### config.mk
export PLATFORM = sky130hd
export DESIGN_NAME = pulse_window_counter
export DESIGN_NICKNAME = d
export VERILOG_FILES = /design/src/rtl/pulse_window_counter_pkg.sv /design/src/rtl/pulse_window_counter_rise_edge.sv /design/src/rtl/pulse_window_counter.sv
export SDC_FILE = /design/constraint.sdc
export NUM_CORES = 1
export LEC_CHECK = 0
export BUFFER_PORTS_ARGS = -buffer_cell sky130_fd_sc_hd__buf_2
export CAP_MARGIN = 20
export CORE_ASPECT_RATIO = 1.1
export CORE_MARGIN = 5
export CORE_UTILIZATION = 45
export DETAILED_ROUTE_END_ITERATION = 8
export SLEW_MARGIN = 10
export SYNTH_ARGS = -nofsm -noshare
export SYNTH_HDL_FRONTEND = slang
export SYNTH_SLANG_ARGS = --single-unit
### constraint.sdc
create_clock -name clk -period 7.1 [get_ports clk]
set_clock_uncertainty 0.15 [all_clocks]
set_input_delay 0.71 -clock clk [delete_from_list [all_inputs] [get_ports clk]]
set_output_delay 0.71 -clock clk [all_outputs]
set_load 0.005 [all_outputs]
### src/rtl/pulse_window_counter_pkg.sv
// Shared types and constants for the pulse window counter and its rise-edge helper.
package pulse_win_pkg;

    typedef enum logic [1:0] {
        IDLE  = 2'd0,
        COUNT = 2'd1,
        HOLD  = 2'd2
    } state_e;

    localparam int DEF_CNT_W = 8;
    localparam int DEF_WIN_W = 16;

    // All-ones value of a w-bit counter, used as the saturation ceiling.
    function automatic logic [31:0] sat_max(input int w);
        return (w >= 32) ? 32'hFFFF_FFFF : ((32'd1 << w) - 32'd1);
    endfunction

endpackage

### src/rtl/pulse_window_counter_rise_edge.sv
// Rising-edge detector on a same-domain pulse; the history flop tracks the input every cycle.
module pulse_rise_edge (
    input  logic clk,
    input  logic rst_n,
    input  logic pulse_in,
    output logic rise
);

    logic pulse_prev_d, pulse_prev_q;

    always_comb begin
        pulse_prev_d = pulse_in;
    end

    always_ff @(posedge clk or negedge rst_n) begin
        if (!rst_n) begin
            pulse_prev_q <= 1'b0;
        end else begin
            pulse_prev_q <= pulse_prev_d;
        end
    end

    assign rise = pulse_in & ~pulse_prev_q;

endmodule

### src/rtl/pulse_window_counter.sv
// Counts detector rising edges over programmable windows and hands each count out on valid/ready.
// Optional threshold alarm output is built when PULSE_WIN_THRESH_EN is defined.
module pulse_window_counter
    import pulse_win_pkg::*;
#(
    parameter int CNT_W = DEF_CNT_W,
    parameter int WIN_W = DEF_WIN_W
) (
    input  logic             clk,
    input  logic             rst_n,
    input  logic             enable,
    input  logic [WIN_W-1:0] win_len,
    input  logic             pulse_in,
    output logic [CNT_W-1:0] cnt_data,
    output logic             cnt_valid,
    input  logic             cnt_ready,
    output logic             cnt_ovf,
`ifdef PULSE_WIN_THRESH_EN
    input  logic [CNT_W-1:0] thresh,
    output logic             alarm,
`endif
    output logic             busy
);

    localparam logic [CNT_W-1:0] CNT_MAX = CNT_W'(sat_max(CNT_W));

    state_e           state_d, state_q;
    logic [WIN_W-1:0] timer_d, timer_q;
    logic [CNT_W-1:0] acc_d, acc_q;
    logic             ovf_acc_d, ovf_acc_q;
    logic [CNT_W-1:0] cnt_data_d, cnt_data_q;
    logic             cnt_valid_d, cnt_valid_q;
    logic             cnt_ovf_d, cnt_ovf_q;
    logic             busy_d, busy_q;
    logic             rise;
    logic             start;
    logic             final_cycle;
    logic [CNT_W-1:0] acc_inc;
    logic             ovf_inc;

    pulse_rise_edge u_rise (
        .clk      (clk),
        .rst_n    (rst_n),
        .pulse_in (pulse_in),
        .rise     (rise)
    );

    // Count including this cycle's edge, so a rise on the last window cycle lands in the result.
    assign acc_inc     = (rise && (acc_q != CNT_MAX)) ? acc_q + 1'b1 : acc_q;
    assign ovf_inc     = ovf_acc_q | (rise && (acc_q == CNT_MAX));
    assign final_cycle = (state_q == COUNT) && enable && (timer_q == '0);

    always_comb begin
        state_d     = state_q;
        timer_d     = timer_q;
        acc_d       = acc_q;
        ovf_acc_d   = ovf_acc_q;
        cnt_data_d  = cnt_data_q;
        cnt_valid_d = cnt_valid_q;
        cnt_ovf_d   = cnt_ovf_q;
        start       = 1'b0;

        case (state_q)
            IDLE: begin
                if (enable) begin
                    start = 1'b1;
                end
            end
            COUNT: begin
                if (!enable) begin
                    state_d = IDLE;
                end else if (timer_q == '0) begin
                    state_d     = HOLD;
                    cnt_data_d  = acc_inc;
                    cnt_ovf_d   = ovf_inc;
                    cnt_valid_d = 1'b1;
                end else begin
                    timer_d   = timer_q - 1'b1;
                    acc_d     = acc_inc;
                    ovf_acc_d = ovf_inc;
                end
            end
            HOLD: begin
                if (cnt_ready) begin
                    cnt_valid_d = 1'b0;
                    if (enable) begin
                        start = 1'b1;
                    end else begin
                        state_d = IDLE;
                    end
                end
            end
            default: begin
                state_d = IDLE;
            end
        endcase

        // A zero window length behaves as a single-cycle window.
        if (start) begin
            state_d   = COUNT;
            timer_d   = (win_len == '0) ? '0 : win_len - 1'b1;
            acc_d     = '0;
            ovf_acc_d = 1'b0;
        end

        busy_d = (state_d != IDLE);
    end

    always_ff @(posedge clk or negedge rst_n) begin
        if (!rst_n) begin
            state_q     <= IDLE;
            timer_q     <= '0;
            acc_q       <= '0;
            ovf_acc_q   <= 1'b0;
            cnt_data_q  <= '0;
            cnt_valid_q <= 1'b0;
            cnt_ovf_q   <= 1'b0;
            busy_q      <= 1'b0;
        end else begin
            state_q     <= state_d;
            timer_q     <= timer_d;
            acc_q       <= acc_d;
            ovf_acc_q   <= ovf_acc_d;
            cnt_data_q  <= cnt_data_d;
            cnt_valid_q <= cnt_valid_d;
            cnt_ovf_q   <= cnt_ovf_d;
            busy_q      <= busy_d;
        end
    end

    assign cnt_data  = cnt_data_q;
    assign cnt_valid = cnt_valid_q;
    assign cnt_ovf   = cnt_ovf_q;
    assign busy      = busy_q;

`ifdef PULSE_WIN_THRESH_EN
    logic alarm_d, alarm_q;

    always_comb begin
        alarm_d = alarm_q;
        if (final_cycle) begin
            alarm_d = (acc_inc >= thresh);
        end else if ((state_q == HOLD) && cnt_ready) begin
            alarm_d = 1'b0;
        end
    end

    always_ff @(posedge clk or negedge rst_n) begin
        if (!rst_n) begin
            alarm_q <= 1'b0;
        end else begin
            alarm_q <= alarm_d;
        end
    end

    assign alarm = alarm_q;
`else
    logic unused_final_cycle;
    assign unused_final_cycle = final_cycle;
`endif

endmodule

## Word level (Yosys, flattened, before mapping)

Index checks and enable logic that the tools add are counted.

- Bitwise logic cells: 3
- Muxes and demuxes: 27
- Reduce and logical (&&, ||, !) cells: 12
- Equality and inequality tests: 8
- Add/sub/neg operators: 3

Operators with widths:

| operator | count |
|---|---|
| 16-bit two-way mux | 5 |
| 8-bit two-way mux | 5 |
| 16-bit logical NOT | 2 |
| 16-bit by 1-bit subtractor with 16-bit output (second input constant) | 2 |
| 2-bit two-way mux | 5 |
| 1-bit two-way mux | 9 |
| 8-bit by 1-bit adder with 8-bit output (second input constant) | 1 |
| 8-bit == test (second input constant) | 1 |
| 8-bit inequality test (second input constant) | 1 |
| 2-bit nonzero test | 4 |
| 2-bit inequality test (second input constant) | 3 |
| 2-bit case mux with 3 select lines | 1 |
| 3-bit AND reduction | 2 |
| 1-bit case mux with 2 select lines | 2 |
| 4-bit AND reduction | 1 |
| 2-bit by 1-bit == test with 1-bit output (second input constant) | 1 |
| 2-bit == test (second input constant) | 1 |
| 1-bit logical AND | 2 |
| 2-bit logical NOT | 1 |
| 2-bit by 1-bit inequality test with 1-bit output (second input constant) | 1 |
| 1-bit bitwise AND | 1 |
| 1-bit NOT | 1 |
| 1-bit bitwise OR | 1 |

- Flip-flop bits (word level): 39
- Output and inout bits: 11
- Word-level logic and storage cells: 62

## Depth between registers and ports, before layout

- Depth in word-level cells: 8
- Mapped depth: 8
- Mapped depth without buffers: 7

## By module

A second synthesis with hierarchy kept.

- Cells, all modules: 259
- Area total of the unflattened synthesis: 2421.1 sq um

Modules (own cells, without submodules):

| module | instances | area an instance (sq um) | cells an instance |
|---|---|---|---|
| pulse_window_counter | 1 | 2382.3 | 257 |
| pulse_rise_edge | 1 | 38.8 | 2 |

## Least setup slack after synthesis

No wires, ideal clock.

- Path kind: input-to-reg
- From: input port win_len[8]
- To: register timer_q[3]
- Data required time: 6.831 ns
- Library setup time: 0.119 ns
- Path slack: 4.615 ns
- Buffers on the path: 1
- Arrival time: 2.216 ns
- Stages: 6
- Path through: nor4_1 > nand4_1 > nand2_1 > clkbuf_1 > o22ai_1 > o21a_1

- Word-level cells in the longest chain between the ends: 3

RTL lines:

| item | RTL line | RTL |
|---|---|---|
| start, declared | pulse_window_counter.sv:12 | `input logic [WIN_W-1:0] win_len,` |
| 16-bit logical NOT | pulse_window_counter.sv:101 | `timer_d = (win_len == '0) ? '0 : win_len - 1'b1;` |
| 16-bit two-way mux | pulse_window_counter.sv:101 |  |
| 16-bit two-way mux | pulse_window_counter.sv:99 | `if (start) begin` |
| end signal, assigned | pulse_window_counter.sv:121 | `timer_q <= timer_d;` |
| end, declared | pulse_window_counter.sv:28 | `logic [WIN_W-1:0] timer_d, timer_q;` |

No other way between the ends.
A chain may end at the register's enable or synchronous reset.

## Worst setup path after layout

- From: register timer_q[4]
- To: register cnt_ovf_q, in the netlist cnt_ovf

- Word-level cells in the longest chain between the ends: 2

RTL lines:

| item | RTL line | RTL |
|---|---|---|
| 16-bit logical NOT | pulse_window_counter.sv:72 | `end else if (timer_q == '0) begin` |
| 3-bit AND reduction (no line) | -- |  |
| end signal, assigned | pulse_window_counter.sv:126 | `cnt_ovf_q <= cnt_ovf_d;` |
| end, declared | pulse_window_counter.sv:33 | `logic cnt_ovf_d, cnt_ovf_q;` |

No other way between the ends.

==> results.md <==
- Across all layers, the routed design uses 2,059 vias.
- The beginning of the worst register-to-register path is timer_q[4].
- The number of gates resized after cts is 0.
- The number of antenna violations at the first check in global routing is 0.
- Max-cap violations in this run came to 0.
- The I/O pin count is 32.
- The H-tree depth is 2.
- Dividing the detail-routed via count by the number of cells gives 5.56.
- The relative max-transition margin is 41.1%.
- The clock period minus worst slack is 2.80 ns.
- The floorplan step set the die width to 80.6 µm.
- TritonCTS built the clock tree.
- The clock network power share is 25.0%.
- STA classifies the critical path startpoint as a register.
- The average routed wire per standard cell is 14.5 µm.
- The number of clock buffers added by TritonCTS is 5.
- The number of setup buffers added after CTS is 0.
- After the last flow step, the layout net total stands at 319.
- Counting flops with a built-in enable in the synthesized netlist gives 0.
- Data arrives at the worst endpoint at 2.80 ns.
- The number of nets handed over by synthesis was 291.
- The flip-flop and latch count after synthesis is 39.
- The count of hold buffers inserted by post-cts repair is 0.
- The antenna cell count is 0.
- The overall die area is 7070 µm².
- Summed over all layers, the global routing overflow is 0.
- From synthesis to final layout, the design area changed by 12.0%.
- The flow ran to the end, and the final reports show no timing, DRC or antenna violations.
- Synthesis produced a netlist whose cell count is 266.
- The total track usage is 16.5%.
- In the post-synthesis netlist, the biggest area contributors are sky130_fd_sc_hd__dfrtp_1, sky130_fd_sc_hd__xnor2_1, sky130_fd_sc_hd__xor2_1.
- At the pin with the least slew margin, the transition time is 0.884 ns.
- The synthesized design spends more area on one cell type than any other, namely sky130_fd_sc_hd__dfrtp_1.
- The finished cells cover 2770 µm².
- Static timing analysis puts the maximum clock frequency at 0.357 GHz.
- Along the worst path, the maximum fanout reaches 20.
- Setup violations remaining at the end of the flow were counted as 0.
- The area of the placeable core is 5360 µm².
- By instance count, the leading cell after synthesis is sky130_fd_sc_hd__dfrtp_1.
- The internal power of the cells totals 428 µW.
- The aggregate routed wire length is 5380 µm.
- The first detailed-routing pass ran for 4 iterations.
- The clock edge transition at the registers on the reported setup and hold paths is 0.07 ns.
- The tightest min-delay check is of the reg2reg type.
- The share of the cycle needed by the critical path after routing is 39.4%.
- The final hold violation count is 0.
- Adding up every negative setup slack in the final design gives 0 ns.
- The element type at the critical path end is a register.
- The post-synthesis area per instance is 9.28 µm².
- The startpoint identified for the worst hold timing path is cnt_data[1].
- The number of slew-limit violations in the final report was 0.
- The via count of the first global-routing pass came to 1,949.
- The count of nets left with antenna violations once routing finished came out at 0.
- The floorplan has 28 rows.
- In this run the static leakage power is 1.17 nW.
- The data required time at the worst endpoint is 7.10 ns.
- The initial standard-cell utilization of the core is 46.1%.
- Summing every instance area after synthesis gives 2470 µm².
- The proportion of synthesized chip area in sequential cells is 39.5%.
- Setup repair after global routing left no endpoint under its margin.
- Registers are responsible for 44.6% of the overall power.
- The total clock sinks is 39.
- The floorplan step set the die height to 87.7 µm.
- Input and output buffers added on the ports amount to 31.
- The primary flip-flop cell chosen by synthesis mapping is sky130_fd_sc_hd__dfrtp_1.
- The largest voltage drop on the vdd net is 79.0 µV.
- For this run, design rule violations remaining after detail routing come to 0.
- For this run, asynchronously set or reset flops after synthesis account for 100%.
- Summing all placed instances gives a cell area of 2670 µm².
- The combinational cell fraction of total power is 30.3%.
- The clock latency at the later pin of the worst-skew pair is 0.29 ns.
- Counting instances in the post-synthesis netlist gives the leading cell types as sky130_fd_sc_hd__dfrtp_1, sky130_fd_sc_hd__nor2_1, sky130_fd_sc_hd__nand2_1.
- The ratio of cells with drive above 1 in the final layout is 17.6%.
- The net switching power is 231 µW.
- The weighted congestion reported at the end of routability-driven placement is 0.844.
- The share of Yosys cell area claimed by the top area cell type is 39.5%.
- The wire-length estimate of the detail-placed layout is 3950 µm.
- The switching share of total power is 35.0%.
- After the first detailed-routing iteration, the DRC count stood at 100.
- Yosys printed 0 warnings.
- The clock root buffer master is sky130_fd_sc_hd__clkbuf_8.
- The type of the worst setup path is reg2reg.
- For this design the ratio of total power to cell area is 238 nW/µm².
- The buffer levels on the longest clock path is 2.
- The largest net degree at the start of global routing is 40.
- The first global-routing pass estimated 9090 µm of wire.
- Counting distinct cell types in the post-synthesis netlist gives 63.
- Tracing the worst setup path back leads to its startpoint at timer_q[4].
## logic make-up after synthesis
logic type	count (synthesis)	share of synthesized area [%]
simple gates	107	24.8
compound gates	63	18.0
xor+xnor	23	8.16
fa+ha+maj	4	2.03
buf+inv	23	4.41
mux	7	2.99
flops	39	39.5
## critical path, stage by stage, from the launching register on
cell,delay [ns]
sky130_fd_sc_hd__dfrtp_1,0.42
sky130_fd_sc_hd__or4_1,0.72
sky130_fd_sc_hd__nor2_1,0.39
sky130_fd_sc_hd__nand3_1,0.57
sky130_fd_sc_hd__nor3_1,0.34
sky130_fd_sc_hd__a21oi_1,0.06
## flip-flops by register name, summed over array words and instances (netlist names)
register	flops
timer_q	16
acc_q	8
cnt_data	8
state_q	2
busy	1
cnt_ovf	1
cnt_valid	1
ovf_acc_q	1
u_rise.pulse_prev_q	1
## final cells by class
class	count	area, µm²
Clock buffer	8	100
Fill cell	515	2590
Inverter	11	41.3
Multi-Input combinational cell	204	1380
Sequential cell	39	976
Tap cell	75	93.8
Timing Repair Buffer	33	170
## placed cells by master, fill, tap and decap left out, types with 7 or more instances in the layout
master | netlist | final
sky130_fd_sc_hd__xor2_1 | 10 | 10
sky130_fd_sc_hd__nand2_1 | 18 | 18
sky130_fd_sc_hd__buf_2 | 0 | 31
sky130_fd_sc_hd__inv_1 | 11 | 11
sky130_fd_sc_hd__nor2_1 | 19 | 19
sky130_fd_sc_hd__clkbuf_8 | 0 | 7
sky130_fd_sc_hd__nor3_1 | 11 | 11
sky130_fd_sc_hd__dfrtp_1 | 39 | 39
sky130_fd_sc_hd__nand4_1 | 8 | 8
sky130_fd_sc_hd__xnor2_1 | 13 | 13
sky130_fd_sc_hd__o22ai_1 | 7 | 7
sky130_fd_sc_hd__nand3_1 | 15 | 15
sky130_fd_sc_hd__o21ai_0 | 17 | 17
## through the flow
stage	hold WS [ns]	worst slack, ns	utilization [%]	total power [mW]	cells
2_1_floorplan	0.264	4.61	-	0.444	266
3_3_place_gp	0.307	4.18	49.7	0.497	362
3_5_place_dp	0.316	4.13	49.7	0.498	362
4_1_cts	0.332	4.32	51.6	0.664	370
5_1_grt	0.346	4.10	51.6	0.706	370
6_report	0.322	4.30	51.6	0.659	370
## per-layer routing
| layer | track usage, % | routed length, µm | vias to the layer above |
|---|---|---|---|
| met5 | 0 | 0 | - |
| met4 | 5.22 | 84 | 0 |
| met3 | 3.09 | 268 | 6 |
| met2 | 28.3 | 2580 | 61 |
| met1 | 21.0 | 2450 | 955 |
| li1 | - | - | 1037 |
## power groups by stage
stage	Sequential, mW	Combinational (mW)	Clock, mW
6_report	0.294	0.200	0.165
5_1_grt	0.301	0.226	0.179
4_1_cts	0.294	0.200	0.170
3_5_place_dp	0.298	0.199	0
3_3_place_gp	0.298	0.200	0
2_1_floorplan	0.289	0.154	0
## path summary, 6_finish.rpt
path                                            end  slack (ns)  depth (start not counted)
worst max-delay path                        cnt_ovf        4.30                          5
worst min-delay path                    cnt_data[1]        0.32                          2
worst max register to register              cnt_ovf        4.30                          5
worst min register to register          cnt_data[1]        0.32                          2
max in group asynchronous       u_rise.pulse_prev_q        5.86                          1
min in group asynchronous               cnt_data[6]        0.39                          1
Note: power is estimated with default switching activity, not from simulation.
